$ cat src/rtl/br_ctrl.sv
// rtl/br_ctrl.sv - EX-stage branch resolution, redirect/flush sequencing and perf counters
module br_ctrl #(
    parameter int FLUSH_CYCLES = 2,
    parameter int CNT_W        = 32
) (
    input  logic             i_clk,
    input  logic             i_rst_n,
    input  logic             i_ex_valid,
    input  logic [31:0]      i_ex_pc,
    input  logic [31:0]      i_ex_imm,
    input  logic [31:0]      i_rs1_data,
    input  logic [2:0]       i_funct3,
    input  logic             i_is_branch,
    input  logic             i_is_jal,
    input  logic             i_is_jalr,
    input  logic             i_pred_taken,
    input  logic [31:0]      i_pred_target,
    output logic             o_br_unsigned,
    input  logic             i_br_less,
    input  logic             i_br_equal,
    output logic             o_ex_accept,
    output logic             o_redirect_valid,
    output logic [31:0]      o_redirect_pc,
    input  logic             i_redirect_ready,
    output logic             o_flush,
    output logic             o_resolve_valid,
    output logic             o_resolve_taken,
    output logic [31:0]      o_resolve_pc,
    output logic [CNT_W-1:0] o_br_cnt,
    output logic [CNT_W-1:0] o_mispred_cnt,
    input  logic             i_cnt_clr
);

    localparam logic [1:0] ST_IDLE     = 2'd0;
    localparam logic [1:0] ST_REDIRECT = 2'd1;
    localparam logic [1:0] ST_FLUSH    = 2'd2;

    logic [1:0]       r_state;
    logic [31:0]      r_fcnt;
    logic [31:0]      r_redirect_pc;
    logic             r_resolve_valid;
    logic             r_resolve_taken;
    logic [31:0]      r_resolve_pc;
    logic [CNT_W-1:0] r_br_cnt;
    logic [CNT_W-1:0] r_mispred_cnt;

    logic             w_is_cf;
    logic             w_br_taken;
    logic             w_taken;
    logic [31:0]      w_jalr_sum;
    logic [31:0]      w_target;
    logic [31:0]      w_pc_plus4;
    logic [31:0]      w_actual_npc;
    logic [31:0]      w_pred_npc;
    logic             w_mispred;
    logic             w_resolve;

    assign o_br_unsigned = i_funct3[1];

    always_comb begin
        w_br_taken = 1'b0;
        case (i_funct3)
            3'b000:          w_br_taken = i_br_equal;
            3'b001:          w_br_taken = ~i_br_equal;
            3'b100, 3'b110:  w_br_taken = i_br_less;
            3'b101, 3'b111:  w_br_taken = ~i_br_less;
            default:         w_br_taken = 1'b0;
        endcase
    end

    assign w_is_cf      = i_is_branch | i_is_jal | i_is_jalr;
    assign w_taken      = i_is_jalr | i_is_jal | w_br_taken;
    assign w_jalr_sum   = i_rs1_data + i_ex_imm;
    assign w_target     = i_is_jalr ? {w_jalr_sum[31:1], 1'b0} : (i_ex_pc + i_ex_imm);
    assign w_pc_plus4   = i_ex_pc + 32'd4;
    assign w_actual_npc = w_taken ? w_target : w_pc_plus4;
    assign w_pred_npc   = i_pred_taken ? i_pred_target : w_pc_plus4;
    // Compare full next-PCs so a "taken" prediction to pc+4 is not a mispredict.
    assign w_mispred    = (w_actual_npc != w_pred_npc);
    assign w_resolve    = (r_state == ST_IDLE) & i_ex_valid & w_is_cf;

    always_ff @(posedge i_clk or negedge i_rst_n) begin
        if (!i_rst_n) begin
            r_state         <= ST_IDLE;
            r_fcnt          <= 32'd0;
            r_redirect_pc   <= 32'd0;
            r_resolve_valid <= 1'b0;
            r_resolve_taken <= 1'b0;
            r_resolve_pc    <= 32'd0;
        end else begin
            r_resolve_valid <= w_resolve;
            case (r_state)
                ST_IDLE: begin
                    if (w_resolve) begin
                        r_resolve_taken <= w_taken;
                        r_resolve_pc    <= i_ex_pc;
                        if (w_mispred) begin
                            r_redirect_pc <= w_actual_npc;
                            r_state       <= ST_REDIRECT;
                        end
                    end
                end
                ST_REDIRECT: begin
                    if (i_redirect_ready) begin
                        if (FLUSH_CYCLES == 0) begin
                            r_state <= ST_IDLE;
                        end else begin
                            r_state <= ST_FLUSH;
                            r_fcnt  <= 32'(FLUSH_CYCLES);
                        end
                    end
                end
                ST_FLUSH: begin
                    if (r_fcnt <= 32'd1) begin
                        r_state <= ST_IDLE;
                    end else begin
                        r_fcnt <= r_fcnt - 32'd1;
                    end
                end
                default: r_state <= ST_IDLE;
            endcase
        end
    end

    always_ff @(posedge i_clk or negedge i_rst_n) begin
        if (!i_rst_n) begin
            r_br_cnt      <= '0;
            r_mispred_cnt <= '0;
        end else if (i_cnt_clr) begin
            r_br_cnt      <= '0;
            r_mispred_cnt <= '0;
        end else if (w_resolve) begin
            if (r_br_cnt != '1) begin
                r_br_cnt <= r_br_cnt + 1'b1;
            end
            if (w_mispred && (r_mispred_cnt != '1)) begin
                r_mispred_cnt <= r_mispred_cnt + 1'b1;
            end
        end
    end

    assign o_ex_accept      = (r_state == ST_IDLE);
    assign o_redirect_valid = (r_state == ST_REDIRECT);
    assign o_flush          = (r_state != ST_IDLE);
    assign o_redirect_pc    = r_redirect_pc;
    assign o_resolve_valid  = r_resolve_valid;
    assign o_resolve_taken  = r_resolve_taken;
    assign o_resolve_pc     = r_resolve_pc;
    assign o_br_cnt         = r_br_cnt;
    assign o_mispred_cnt    = r_mispred_cnt;

endmodule

$ cat config.mk
export PLATFORM = sky130hd
export DESIGN_NAME = br_ctrl
export DESIGN_NICKNAME = d
export VERILOG_FILES = /design/src/rtl/br_ctrl.sv
export SDC_FILE = /design/constraint.sdc
export NUM_CORES = 1
export LEC_CHECK = 0
export ABC_CLOCK_PERIOD_IN_PS = 4200
export CELL_PAD_IN_SITES_DETAIL_PLACEMENT = 0
export CELL_PAD_IN_SITES_GLOBAL_PLACEMENT = 1
export CORE_UTILIZATION = 29
export DETAILED_ROUTE_END_ITERATION = 10
export PLACE_DENSITY_LB_ADDON = 0.1
export SETUP_SLACK_MARGIN = 0.1
export SLEW_MARGIN = 10
export SYNTH_ARGS = -nofsm -noshare
export SYNTH_HDL_FRONTEND = slang
export SYNTH_SLANG_ARGS = --single-unit
$ cat constraint.sdc
create_clock -name i_clk -period 4.2 [get_ports i_clk]
set_input_delay 1.05 -clock i_clk [delete_from_list [all_inputs] [get_ports i_clk]]
set_output_delay 1.05 -clock i_clk [all_outputs]
set_load 0.02 [all_outputs]
==> results.ini, run 1 <==
[synth]
seq_area_frac_synth = 0.290
syn_inst = 1762
syn-num-nets = 1972
synth_seq_cells = 164
syn_area_per_cell_um2 = 8.02
async_reset_ff_frac = 1.00
syn_area_um2 = 14100
ys_dominant_reg_cell = dfrtp_1
synth_edf_count = 0
yosysWarningCount = 0
yosysUniqueCellTypes = 102

[outcome]
status = complete, but fails checks
violations = setup timing

[placed_design]
post-place-cells = 3038
dp_hpwl_um = 48300
gp_congestion = 0.904
dp_slack_ns = -2.05
port_buffers = 275

[setup_path]
path_common_cell = buf_4
cp.buffers_inverters = 7
cp_max_fo = 6
critPathLaunchType = input pin
crit_family = compound AO/OA/AOI/OAI gates
cp_cell_sequence = clkdlybuf4s15_2 > ha_2 > fa_2 > a211oi_4 > o21ai_2 > buf_6 > a211oi_4 > buf_4 > buf_4 > o21bai_1 > xor2_1 > mux2i_1 > buf_4 > xnor2_2 > o2111a_1 > nand4_1 > or4_4 > o21ai_4 > buf_12 > buf_12 > nor3_2 > mux2_2
cp_slowest_cell = or4_4
crit_required_ns = 4.53
critical_path_arrival_ns = 5.35
timing.critical_path.to_type = register
slowest_delay_ns = 0.59
worstSetupPathType = input pin to register

[floorplanning]
num_rows = 80
initial_core_util = 0.295
dieHeight_um = 223
die_w_um = 223
core_region_area_um2 = 47900
fp.dieArea_um2 = 49600
io_pins = 276

[cts]
cts_root_buf = clkbuf_16
clkSinkCount = 164
clock_latency_ns = 0.44
cts_tree = built
hold_buffers = 0
cts_buffer_depth = 2
htreeDepth = 4
cts.clk_slew.worst_paths_ns = 0.07
cts_buffers = 17

[min_path]
hold_class = register to register

[route]
post_drt_wl_per_cell_um = 19.2
drc = 0
routed_wirelength_um = 59500
viasPerCell = 5.16
num_vias = 16019
dr.pass1.iters = 7
ant_nets = 0
drt_iter0_drc = 965

[sta]
skew_ns = 0.0141
fmax_mhz = 199
rsz0062_at_grt = yes
fin_ws_ns = -0.817
hold_violations = 0
tightest_slew_ns = 0.895
min_period_over_period = 1.19
setup_viol_count_final = 65
fin_tns_setup_ns = -45.81
slew_headroom = 0.399
fin_crit_ns = 5.02
finalMaxSlewViolations = 0

[grt]
grt-ovfl-total = 0
grt_max_degree = 69
antenna_found_initial = 0
grt_use_total = 0.234
grt_first_pass_wirelength_um = 89900
grt_pass1_vias = 15472

[layout]
drive_gt1_frac = 0.314
mostFrequentLayoutCell = buf_4
layout.nets = 2689
area_delta_synth_final_pct = 63.2
fillers = 4778
layout.cells.non_filler = 3107
utilization = 0.481
n_antenna_cell = 0
final_cell_mix = 485 x buf_4, 240 x nand2_1, 218 x clkdlybuf4s50_1, 167 x nor2_1, 164 x dfrtp_1

[power_and_ir_drop]
vdd_drop_max_v = 0.000361
p_leak_nw = 9.99
p_per_area_nw_per_um2 = 382
total_power_mw = 8.81

[job]
cap_violations = 0

## worst register-to-register path, delay by kind of cell, from the launching register on
kind | cells | cell delay [ns]
buffers and inverters | 1 | 0.14
DFF | 1 | 0.41
and+or+nand+nor | 11 | 3.00
AOI/OAI and AO/OA | 1 | 0.11
xor gates and xnor gates | 1 | 0.16
## cells in the mapped netlist (all sizes together), types with 7 or more instances
library cell  number  area (um2)
and4              14         123
o22ai              7        43.8
mux2              19         221
nand2b            18         113
or2                7        43.8
o211ai            20         155
dfrtp            164        4100
a211oi            23         215
nor2             180         683
o21a               9        67.6
clkbuf            55         208
a21oi            132         664
o311ai             8        70.1
o31ai             24         185
nand3             52         260
and3              32         200
and2               8        50.1
o21bai             8        60.1
xor2              56         498
inv               32         120
nor4              24         156
buf               40         246
nor2b              9        56.3
o21ai            106         553
mux2i             36         360
nand2            244         918
a21o              13        97.6
a31oi             16         100
xnor2             97         850
ha                66         826
nand4             47         309
or4               25         191
or3               39         244
nor3              33         165
## per-stage QoR
step / hold WS [ns] / instance area [um2]
6_report: 0.478 / 23100
5_1_grt: 0.500 / 23100
4_1_cts: 0.481 / 22200
3_5_place_dp: 0.463 / 21000
3_3_place_gp: 0.462 / 21000
2_1_floorplan: 0.493 / 14200
## final timing paths
path | start | endpoint | slack, ns | depth (start not counted)
worst min-delay path | o_redirect_pc[13]$_DFFE_PN0P_ | o_redirect_pc[13]$_DFFE_PN0P_ | 0.48 | 2
worst max-delay path | i_ex_pc[0] | o_mispred_cnt[5]$_DFFE_PN0P_ | -0.82 | 22
worst min register to register | o_redirect_pc[13]$_DFFE_PN0P_ | o_redirect_pc[13]$_DFFE_PN0P_ | 0.48 | 2
worst max register to register | r_fcnt[16]$_DFFE_PN0P_ | r_fcnt[17]$_DFFE_PN0P_ | 0.26 | 14
min in group asynchronous | i_rst_n | r_fcnt[1]$_DFFE_PN0P_ | 0.61 | 1
max in group asynchronous | i_rst_n | o_resolve_pc[12]$_DFFE_PN0P_ | 2.74 | 2
## sequential cells by signal (all words and copies together) (netlist names)
name             cells
o_redirect_pc       32
o_resolve_valid      1
o_br_cnt            32
o_mispred_cnt       32
r_fcnt              32
r_state              2
o_resolve_taken      1
o_resolve_pc        32
## logic make-up (layout without fill, tap and decap cells)
| logic type | count (synthesis) | after routing | synth area share |
|---|---|---|---|
| AO/OA/AOI/OAI | 444 | 444 | 0.210 |
| XOR/XNOR | 155 | 155 | 0.0985 |
| adder cells (fa/ha/maj) | 68 | 68 | 0.0613 |
| buffers and inverters | 128 | 858 | 0.0409 |
| flip-flops | 164 | 164 | 0.290 |
| multiplexers | 55 | 55 | 0.0412 |
| AND/OR/NAND/NOR | 748 | 748 | 0.258 |
## where the power goes
part / switching [mW] / internal [mW] / leakage (nW) / total (mW)
logic: 2.52 / 2.40 / 7.56 / 4.93
registers: 0.319 / 2.01 / 2.15 / 2.33
clock network: 0.694 / 0.854 / 0.276 / 1.55
## metal layers
metal,wire [um],track usage,up-vias
li1,-,-,7865
met1,26800,0.309,7744
met2,29100,0.401,340
met3,1950,0.0202,70
met4,1710,0.0768,0
met5,0,0,-
## layout make-up
type                       count  area (um2)  area share
tap                          615         769      0.0334
timing repair buffer         793        6910       0.300
multi-input combinational   1470       10600       0.459
sequential                   164        4100       0.178
clock buffer                  19         453      0.0196
clock inverter                13         124     0.00537
inverter                      33         124     0.00537
## what timing repair did
action | 4_1_cts | 5_1_grt
gates cloned | 1 | 3
setup endpoints to repair | 65 | 92
resized for setup | 194 | 127
pin swaps | 59 | 67
setup buffers | 13 | 20
(Power assumes the default switching activity.)
==> inputs of run 2 (changes only) <==
--- a/config.mk
+++ b/config.mk
@@ -5,7 +5,7 @@
 export SDC_FILE = /design/constraint.sdc
 export NUM_CORES = 1
 export LEC_CHECK = 0
-export ABC_CLOCK_PERIOD_IN_PS = 4200
+export ABC_CLOCK_PERIOD_IN_PS = 5850
 export CELL_PAD_IN_SITES_DETAIL_PLACEMENT = 0
 export CELL_PAD_IN_SITES_GLOBAL_PLACEMENT = 1
 export CORE_UTILIZATION = 29
==> constraint.sdc (replaced) <==
create_clock -name i_clk -period 5.85 [get_ports i_clk]
set_input_delay 1.4625 -clock i_clk [delete_from_list [all_inputs] [get_ports i_clk]]
set_output_delay 1.4625 -clock i_clk [all_outputs]
set_load 0.02 [all_outputs]
==> run 2 against run 1 <==
Against the previous run:
- the run now ends clean
- die area did not move
- setup slack better by 0.98 ns
- flip-flop and latch count is the same
- clock skew shrank 0.0029 ns
- sequential share of layout area up 1.3 points
- worst hold slack worse by 0.0019 ns
- combinational power down 36%
- largest cell class unchanged
- highest routed layer is now met5
==> results.ini, run 2 (synthesis results as in run 1) <==
[layout]
utilization = 0.450
final_cell_mix = 384 x buf_4, 256 x clkdlybuf4s50_1, 242 x nand2_1, 172 x nor2_1, 164 x dfrtp_1
layout.nets = 2568
drive_gt1_frac = 0.237
mostFrequentLayoutCell = buf_4
area_delta_synth_final_pct = 52.5

[cts]
cts_buffers = 17
clkSinkCount = 164
cts_tree = built
hold_buffers = 0
cts_root_buf = clkbuf_16
clock_latency_ns = 0.44
cts.clk_slew.worst_paths_ns = 0.06
htreeDepth = 4
cts_buffer_depth = 2

[placed_design]
dp_hpwl_um = 47500
port_buffers = 275
gp_congestion = 0.881

[min_path]
holdPathStages = 2
hold_class = register to register

[floorplanning]
initial_core_util = 0.295
die_w_um = 223
core_region_area_um2 = 47900
io_pins = 276
num_rows = 80
fp.dieArea_um2 = 49600
dieHeight_um = 223

[power_and_ir_drop]
vdd_drop_max_v = 0.000242
p_per_area_nw_per_um2 = 279
p_leak_nw = 9.26
p_comb_frac = 0.525
sw_frac_of_total = 0.400
p_clk_frac = 0.198
switchingPower_mw = 2.41
p_seq_frac = 0.277
p_int_mw = 3.61

[grt]
gr-max-usage-layer = met2
use_met3 = 0.0230
grtUsageMet2 = 0.388
grt_first_pass_wirelength_um = 89200
grt-ovfl-total = 0
grtUsageMet1 = 0.309
grt_max_degree = 91
grt_use_total = 0.232
grt_pass1_vias = 15588
antenna_found_initial = 2

[setup_path]
path_depth = 20
cp_cell_sequence = clkdlybuf4s50_1 > buf_4 > ha_1 > buf_4 > buf_4 > xnor2_1 > o211ai_1 > xor2_1 > o311a_1 > a2111oi_4 > buf_4 > and4_1 > nand4_1 > or4_4 > buf_6 > o21a_4 > bufbuf_16 > buf_4 > nor2_1 > a31oi_1
crit_required_ns = 6.17
cp.buffers_inverters = 8
cp_max_fo = 10
slowest_delay_ns = 0.50
timing.critical_path.to_type = register
critical_path_arrival_ns = 6.00
cp_slowest_cell = or4_4
path_common_cell = buf_4
crit_family = buffers and inverters
worstSetupPathType = input pin to register
critPathLaunchType = input pin
reg2reg_depth = 13

[outcome]
status = finished, final reports clean

[sta]
setup_viol_count_final = 0
finalMaxSlewViolations = 0
fin_tns_setup_ns = 0
fin_crit_ns = 5.68
rsz0062_at_grt = no
slew_headroom = 0.411
hold_violations = 0
fmax_mhz = 176
min_period_over_period = 0.972
skew_ns = 0.0112
tightest_slew_ns = 0.883

[route]
routed_wirelength_um = 58500
viasPerCell = 5.20
post_drt_wl_per_cell_um = 19.6
num_vias = 15523
ant_nets = 0
drt_iter0_drc = 819
drc = 0
dr.pass1.iters = 6

[job]
cap_violations = 0

==> run 2: worst paths after layout <==
check	from	end	slack [ns]
setup / recovery	i_ex_imm[5]	o_redirect_pc[25]$_DFFE_PN0P_	0.17
hold reg to reg	o_resolve_pc[12]$_DFFE_PN0P_	o_resolve_pc[12]$_DFFE_PN0P_	0.48
min in group asynchronous	i_rst_n	r_fcnt[13]$_DFFE_PN0P_	1.10
hold / removal	o_resolve_pc[12]$_DFFE_PN0P_	o_resolve_pc[12]$_DFFE_PN0P_	0.48
setup reg to reg	r_fcnt[17]$_DFFE_PN0P_	r_fcnt[22]$_DFFE_PN0P_	1.60
max in group asynchronous	i_rst_n	o_mispred_cnt[2]$_DFFE_PN0P_	3.64
==> run 2: area by class of cell <==
type	count	area (um2)
Antenna cell	1	2.50
Clock buffer	21	470
Clock inverter	11	150
Fill cell	4860	26400
Inverter	33	124
Multi-Input combinational cell	1470	10100
Sequential cell	164	4100
Tap cell	615	769
Timing Repair Buffer	672	5870
==> run 2: routing by layer <==
layer  wire, um  share of wire
met2      27800           0.47
met4       1750          0.030
met1      27200           0.46
met5          9        0.00015
met3       1830          0.031
==> run 2: tightest hold or removal path, delay by kind of cell (launching register included) <==
family | cells | cell delay [ns]
compound gates | 1 | 0.06
flops | 1 | 0.34
simple gates | 1 | 0.05
==> run 2: timing repair <==
| item | in CTS | in global routing |
|---|---|---|
| pin swaps | 23 | 42 |
| resized for setup | 60 | 64 |
| buffers inserted | 3 | 5 |
| endpoints found under the setup margin | 65 | 57 |
| cloned | 1 | 0 |
==> run 2: per-stage QoR <==
| stage | cells | area, um2 | hold slack [ns] | worst slack (ns) | power (mW) |
|---|---|---|---|---|---|
| floorplan | 1762 | 14100 | 0.493 | 0.232 | 3.23 |
| global placement | 2945 | 20200 | 0.462 | -0.588 | 4.71 |
| detailed placement | 2945 | 20200 | 0.462 | -0.691 | 4.74 |
| CTS | 2981 | 21200 | 0.479 | 0.104 | 6.02 |
| global route | 2986 | 21500 | 0.502 | 0.0349 | 6.40 |
| finish | 2987 | 21600 | 0.476 | 0.166 | 6.02 |
==> run 2: power groups by stage <==
stage          sequential (mW)  clock [mW]  combinational (mW)
3_5_place_dp              1.69           0                3.05
3_3_place_gp              1.68           0                3.03
2_1_floorplan             1.92           0                1.31
4_1_cts                   1.67        1.23                3.13
6_report                  1.67        1.19                3.16
5_1_grt                   1.70        1.27                3.42
